File: src/rtl/instr_encoder.sv
// Program writer for the LFSR machine: turns mnemonic requests into 11-bit
// instruction words and writes them to consecutive imem addresses from 0.
module instr_encoder #(
    parameter int ADDR_W = 8
) (
    input  logic              clk,
    input  logic              reset,
    input  logic              req_valid,
    output logic              req_ready,
    input  logic [2:0]        req_op,
    input  logic [7:0]        req_arg,
    output logic              imem_we,
    output logic [ADDR_W-1:0] imem_addr,
    output logic [10:0]       imem_wdata,
    output logic [ADDR_W:0]   count,
    output logic              done,
    output logic              overflow,
    output logic              err_arg
);

    localparam logic [2:0] OP_ST        = 3'd0;
    localparam logic [2:0] OP_LD        = 3'd1;
    localparam logic [2:0] OP_INIT_ADDR = 3'd2;
    localparam logic [2:0] OP_ADD_ADDR  = 3'd3;
    localparam logic [2:0] OP_CONFIG    = 3'd4;
    localparam logic [2:0] OP_INIT_L    = 3'd5;
    localparam logic [2:0] OP_RUN       = 3'd6;
    localparam logic [2:0] OP_HALT      = 3'd7;

    localparam logic [ADDR_W-1:0] LAST_ADDR = {ADDR_W{1'b1}};
    localparam logic [ADDR_W:0]   DEPTH     = {1'b1, {ADDR_W{1'b0}}};
    localparam logic [10:0]       RUN_WORD  = {OP_RUN, 8'h00};

    typedef enum logic [1:0] {
        S_IDLE   = 2'd0,
        S_EXPAND = 2'd1,
        S_FULL   = 2'd2,
        S_HALTED = 2'd3
    } state_t;

    // Encoded instruction word for one request
    function automatic logic [10:0] encode_word(input logic [2:0] op, input logic [7:0] arg);
        logic [10:0] w;
        case (op)
            OP_INIT_ADDR, OP_ADD_ADDR, OP_INIT_L: w = {op, arg};
            OP_CONFIG:                            w = {op, 1'b0, arg[6:0]};
            OP_ST, OP_LD, OP_RUN, OP_HALT:        w = {op, 8'h00};
            default:                              w = {op, 8'h00};
        endcase
        return w;
    endfunction

    // High when encoding throws away a set argument bit (run's count is not lost)
    function automatic logic arg_lost(input logic [2:0] op, input logic [7:0] arg);
        logic lost;
        case (op)
            OP_ST, OP_LD, OP_HALT: lost = |arg;
            OP_CONFIG:             lost = arg[7];
            default:               lost = 1'b0;
        endcase
        return lost;
    endfunction

    state_t            state_q, state_d;
    logic [ADDR_W-1:0] wr_ptr_q, wr_ptr_d;
    logic [7:0]        rem_q, rem_d;
    logic              we_q, we_d;
    logic [ADDR_W-1:0] addr_q, addr_d;
    logic [10:0]       wdata_q, wdata_d;
    logic [ADDR_W:0]   count_q, count_d;
    logic              done_q, done_d;
    logic              ovf_q, ovf_d;
    logic              err_q, err_d;
    logic              ready_s;
    logic              accept_s;
    logic              multi_run_s;

    assign ready_s     = !reset && ((state_q == S_IDLE) || (state_q == S_FULL));
    assign accept_s    = req_valid && ready_s;
    assign multi_run_s = (req_op == OP_RUN) && (req_arg > 8'd1);

    // Next-state, write generation and sticky status flags
    always_comb begin
        state_d  = state_q;
        wr_ptr_d = wr_ptr_q;
        rem_d    = rem_q;
        we_d     = 1'b0;
        addr_d   = addr_q;
        wdata_d  = wdata_q;
        count_d  = count_q;
        done_d   = done_q;
        ovf_d    = ovf_q;
        err_d    = err_q;
        case (state_q)
            S_IDLE: begin
                if (accept_s) begin
                    we_d     = 1'b1;
                    addr_d   = wr_ptr_q;
                    wdata_d  = encode_word(req_op, req_arg);
                    wr_ptr_d = wr_ptr_q + ADDR_W'(1);
                    count_d  = (count_q == DEPTH) ? count_q : count_q + (ADDR_W+1)'(1);
                    err_d    = err_q | arg_lost(req_op, req_arg);
                    if (req_op == OP_HALT) begin
                        done_d  = 1'b1;
                        state_d = S_HALTED;
                    end else if (wr_ptr_q == LAST_ADDR) begin
                        // A multi-word run that starts on the last slot loses its tail
                        ovf_d   = ovf_q | multi_run_s;
                        state_d = S_FULL;
                    end else if (multi_run_s) begin
                        rem_d   = req_arg - 8'd1;
                        state_d = S_EXPAND;
                    end else begin
                        state_d = S_IDLE;
                    end
                end else begin
                    state_d = S_IDLE;
                end
            end
            S_EXPAND: begin
                we_d     = 1'b1;
                addr_d   = wr_ptr_q;
                wdata_d  = RUN_WORD;
                wr_ptr_d = wr_ptr_q + ADDR_W'(1);
                count_d  = (count_q == DEPTH) ? count_q : count_q + (ADDR_W+1)'(1);
                rem_d    = rem_q - 8'd1;
                if (rem_q == 8'd1) begin
                    state_d = (wr_ptr_q == LAST_ADDR) ? S_FULL : S_IDLE;
                end else if (wr_ptr_q == LAST_ADDR) begin
                    ovf_d   = 1'b1;
                    state_d = S_FULL;
                end else begin
                    state_d = S_EXPAND;
                end
            end
            S_FULL: begin
                if (accept_s) begin
                    ovf_d = 1'b1;
                end else begin
                    ovf_d = ovf_q;
                end
            end
            S_HALTED: begin
                state_d = S_HALTED;
            end
            default: begin
                state_d = S_IDLE;
            end
        endcase
    end

    // State and output registers with synchronous reset
    always_ff @(posedge clk) begin
        if (reset) begin
            state_q  <= S_IDLE;
            wr_ptr_q <= '0;
            rem_q    <= 8'd0;
            we_q     <= 1'b0;
            addr_q   <= '0;
            wdata_q  <= 11'h000;
            count_q  <= '0;
            done_q   <= 1'b0;
            ovf_q    <= 1'b0;
            err_q    <= 1'b0;
        end else begin
            state_q  <= state_d;
            wr_ptr_q <= wr_ptr_d;
            rem_q    <= rem_d;
            we_q     <= we_d;
            addr_q   <= addr_d;
            wdata_q  <= wdata_d;
            count_q  <= count_d;
            done_q   <= done_d;
            ovf_q    <= ovf_d;
            err_q    <= err_d;
        end
    end

    assign req_ready  = ready_s;
    assign imem_we    = we_q;
    assign imem_addr  = addr_q;
    assign imem_wdata = wdata_q;
    assign count      = count_q;
    assign done       = done_q;
    assign overflow   = ovf_q;
    assign err_arg    = err_q;

endmodule

File: config.mk
export PLATFORM = sky130hd
export DESIGN_NAME = instr_encoder
export DESIGN_NICKNAME = d
export VERILOG_FILES = /design/src/rtl/instr_encoder.sv
export SDC_FILE = /design/constraint.sdc
export NUM_CORES = 1
export LEC_CHECK = 0
export BUFFER_PORTS_ARGS = -buffer_cell sky130_fd_sc_hd__buf_2
export CAP_MARGIN = 10
export CORE_MARGIN = 2
export CORE_UTILIZATION = 55
export DETAILED_ROUTE_END_ITERATION = 8
export MAX_ROUTING_LAYER = met4
export PLACE_DENSITY = 0.84
export SYNTH_ARGS = -nofsm -noshare
export SYNTH_HDL_FRONTEND = slang
export SYNTH_SLANG_ARGS = --single-unit
File: constraint.sdc
create_clock -name clk -period 2.7 [get_ports clk]
set_input_delay 0.54 -clock clk [delete_from_list [all_inputs] [get_ports clk]]
set_output_delay 0.54 -clock clk [all_outputs]
set_load 0.02 [all_outputs]
==> results.sh <==
export IMPL_status="completed"
export IMPL_yosysMostFrequentCell="dfxtp_1"
export IMPL_path_class="in2reg"
export IMPL_final_core_util_pct=66.6
export IMPL_yosysTopAreaCellShare_pct=39.4
export IMPL_core_mm2=0.00441
export IMPL_overflow=0
export IMPL_relSlewSlack_pct=53.4
export IMPL_nNetsFinal=388
export IMPL_postRouteAntennaNets=0
export IMPL_hold_class="reg2reg"
export IMPL_cts_buffers=5
export IMPL_syn_area_mm2=0.00254
export IMPL_fin_crit_sh_pct=80.5
export IMPL_synthArstFlopShare_pct=0
export IMPL_synth_fp_nets=341
export IMPL_synth_warnings=0
export IMPL_vdd_drop_max_v=0.000304
export IMPL_final_cells=413
export IMPL_htree_levels=2
export IMPL_start_kind="primary input"
export IMPL_hold_slack_ns=0.449
export IMPL_placed_cell_area_mm2=0.00283
export IMPL_cp_required_ns=2.93
export IMPL_port_buffers=46
export IMPL_tightest_slew_ns=0.692
export IMPL_num_rows=24
export IMPL_die_h_um=72.0
export IMPL_num_antenna_cells=0
export IMPL_pin_count=47
export IMPL_worstPathArrival_ns=2.41
export IMPL_post_place_ws_ns=0.208
export IMPL_rsz0062_at_grt="false"
export IMPL_yosys_area_top_type="dfxtp_1"
export IMPL_synth_top_cells_by_count="50 x dfxtp_1, 47 x nor2_1, 37 x nand2_1"
export IMPL_first_iter_violations=94
export IMPL_worstPathCellList="buf_2 > inv_1 > ha_1 > or2_0 > a311o_1 > o31ai_4 > o211ai_1 > a21oi_1"
export IMPL_cap_violations=0
export IMPL_yosys_register_bits=50
export IMPL_cp_end_kind="flop"
export IMPL_route_detailed_drc=0
export IMPL_cts_setup_buffers=0
export IMPL_synth_area_leaders="dfxtp_1 39%, nor2_1 6.9%, ha_1 6.4%, a21oi_1 5.9%, nand2_1 5.5%"
export IMPL_finalHoldViolations=0
export IMPL_fin_area_mm2=0.00294
export IMPL_grtUsageTotal_pct=25.7
export IMPL_syn_avg_cell_area_um2=8.10
export IMPL_synth_edff_count=0
export IMPL_final_layout_size_suffix_gt1_share_pct=18.3
export IMPL_drt_total_wl_mm=6.13
export IMPL_fin_ws_ns=0.526
export IMPL_clk_path_buf_depth=2
export IMPL_critPathSlowestCell="o31ai_4"
export IMPL_synth_distinct_cells=53
export IMPL_ys_flop_type="dfxtp_1"
export IMPL_grt_pass1_vias=2252
export IMPL_vias=2432
export IMPL_routabilityCongestion=0.947
export IMPL_antenna_found_initial=0
export IMPL_initial_core_util_pct=57.6
export IMPL_final_setup_tns_ns=0
export IMPL_die_area_mm2=0.00518
export IMPL_firstDrtPassIters=5
export IMPL_fin_worst_skew_ns=0.00475
export IMPL_grt_pass1_wl_mm=10.2
export IMPL_syn_inst=314
export IMPL_p_per_area_mw_per_mm2=541
export IMPL_placedCellCount=406
export IMPL_cts_resized=0
export IMPL_p_leak_nw=1.20
export IMPL_syn_to_final_growth_pct=15.7
export IMPL_worstPathMaxFanout=7
export IMPL_post_drt_wl_per_cell_um=14.9
export IMPL_maxSlewViolCount=0
export IMPL_dp_hpwl_mm=4.54
export IMPL_finalPower_mw=1.59
export IMPL_fmax_ghz=0.460
export IMPL_slowest_delay_ns=0.42
export IMPL_fin_crit_ns=2.17
export IMPL_grt_max_degree=31
export IMPL_chipWidth_um=72.0
export IMPL_cts_sinks=50
export IMPL_clock_latency_ns=0.30
export IMPL_yosysSeqAreaShare_pct=39.4
export IMPL_cts_tree="done"
export IMPL_cts_hold_buf=0
export IMPL_root_buffer="clkbuf_8"
export IMPL_path_clk_slew_ns=0.08
export IMPL_setup_violations=0
export IMPL_via_per_inst=5.89
path summary, 6_finish.rpt:
| check | slack (ns) | start | end | depth (start not counted) |
|---|---|---|---|---|
| worst max-delay path | 0.53 | req_arg[0] | rem_q[5]$_SDFFE_PP0P_ | 8 |
| worst min-delay path | 0.45 | imem_addr[2]$_SDFFE_PP0P_ | imem_addr[2]$_SDFFE_PP0P_ | 2 |
| worst max register to register | 0.61 | state_q[1]$_SDFFE_PP0P_ | wr_ptr_q[7]$_SDFFE_PP0P_ | 7 |
| worst min register to register | 0.45 | imem_addr[2]$_SDFFE_PP0P_ | imem_addr[2]$_SDFFE_PP0P_ | 2 |
per-layer routing:
layer  GRT usage (%)  up-vias  routed length [µm]  share of wire, %
met5               -        -                   0                 0
met4            11.3        0                  95               1.5
met3            4.86       12                 343               5.6
met2            40.9       81                2980                49
met1            31.8     1143                2720                44
li1                -     1196                   -                 -
power by group:
group	total (mW)	internal, mW	switching (mW)
Sequential	0.786	0.763	0.0227
Combinational	0.270	0.0975	0.173
Clock	0.536	0.296	0.240
Total	1.59	1.16	0.435
layout make-up:
| type | count | area (µm²) |
|---|---|---|
| Clock buffer | 6 | 82.6 |
| Clock inverter | 1 | 30.0 |
| Fill cell | 390 | 1470 |
| Inverter | 14 | 52.6 |
| Multi-Input combinational cell | 239 | 1440 |
| Sequential cell | 50 | 1000 |
| Tap cell | 52 | 65.1 |
| Timing Repair Buffer | 51 | 268 |
placed cells by master, fill, tap and decap left out, drive strengths merged, types with 2 or more instances in the layout:
| cell | Yosys | final |
|---|---|---|
| buf | 5 | 51 |
| dfxtp | 50 | 50 |
| nor2 | 48 | 48 |
| nand2 | 38 | 38 |
| a21oi | 30 | 30 |
| o21ai | 14 | 14 |
| inv | 13 | 13 |
| ha | 13 | 13 |
| xor2 | 9 | 9 |
| xnor2 | 9 | 9 |
| nand3 | 7 | 7 |
| a22oi | 7 | 7 |
| clkbuf | 6 | 6 |
| nor3 | 6 | 6 |
| nand4 | 5 | 5 |
| a31oi | 4 | 4 |
| or3 | 4 | 4 |
| o211ai | 4 | 4 |
| o22ai | 3 | 3 |
| nor4 | 3 | 3 |
| o31ai | 3 | 3 |
| nand2b | 2 | 2 |
| o31a | 2 | 2 |
| a21o | 2 | 2 |
| and3 | 2 | 2 |
| nor2b | 2 | 2 |
| nor4b | 2 | 2 |
| or4 | 2 | 2 |
| a32oi | 2 | 2 |
| nand3b | 2 | 2 |
cell families (layout without fill, tap and decap cells):
group	after synthesis	in the layout	share of synthesized area, %
AND/OR/NAND/NOR	127	127	23.5
AO/OA/AOI/OAI	80	80	20.3
flip-flops	50	50	39.4
buffers and inverters	25	72	3.89
XOR/XNOR	18	18	6.20
adder cells (fa/ha/maj)	13	13	6.40
multiplexers	1	1	0.394
flip-flops by register name, summed over array words and instances, names as in the netlist:
name and cells:
imem_wdata 11, count 9, imem_addr 8, rem_q 8
wr_ptr_q 8, state_q 2, done 1, err_arg 1
imem_we 1, overflow 1
critical path: cells and delay by family:
family          cells  cell delay [ns]
buf+inv             2             0.24
simple gates        1             0.21
fa+ha+maj           1             0.24
compound gates      4             1.17
Power figures use the tool's default switching activity.
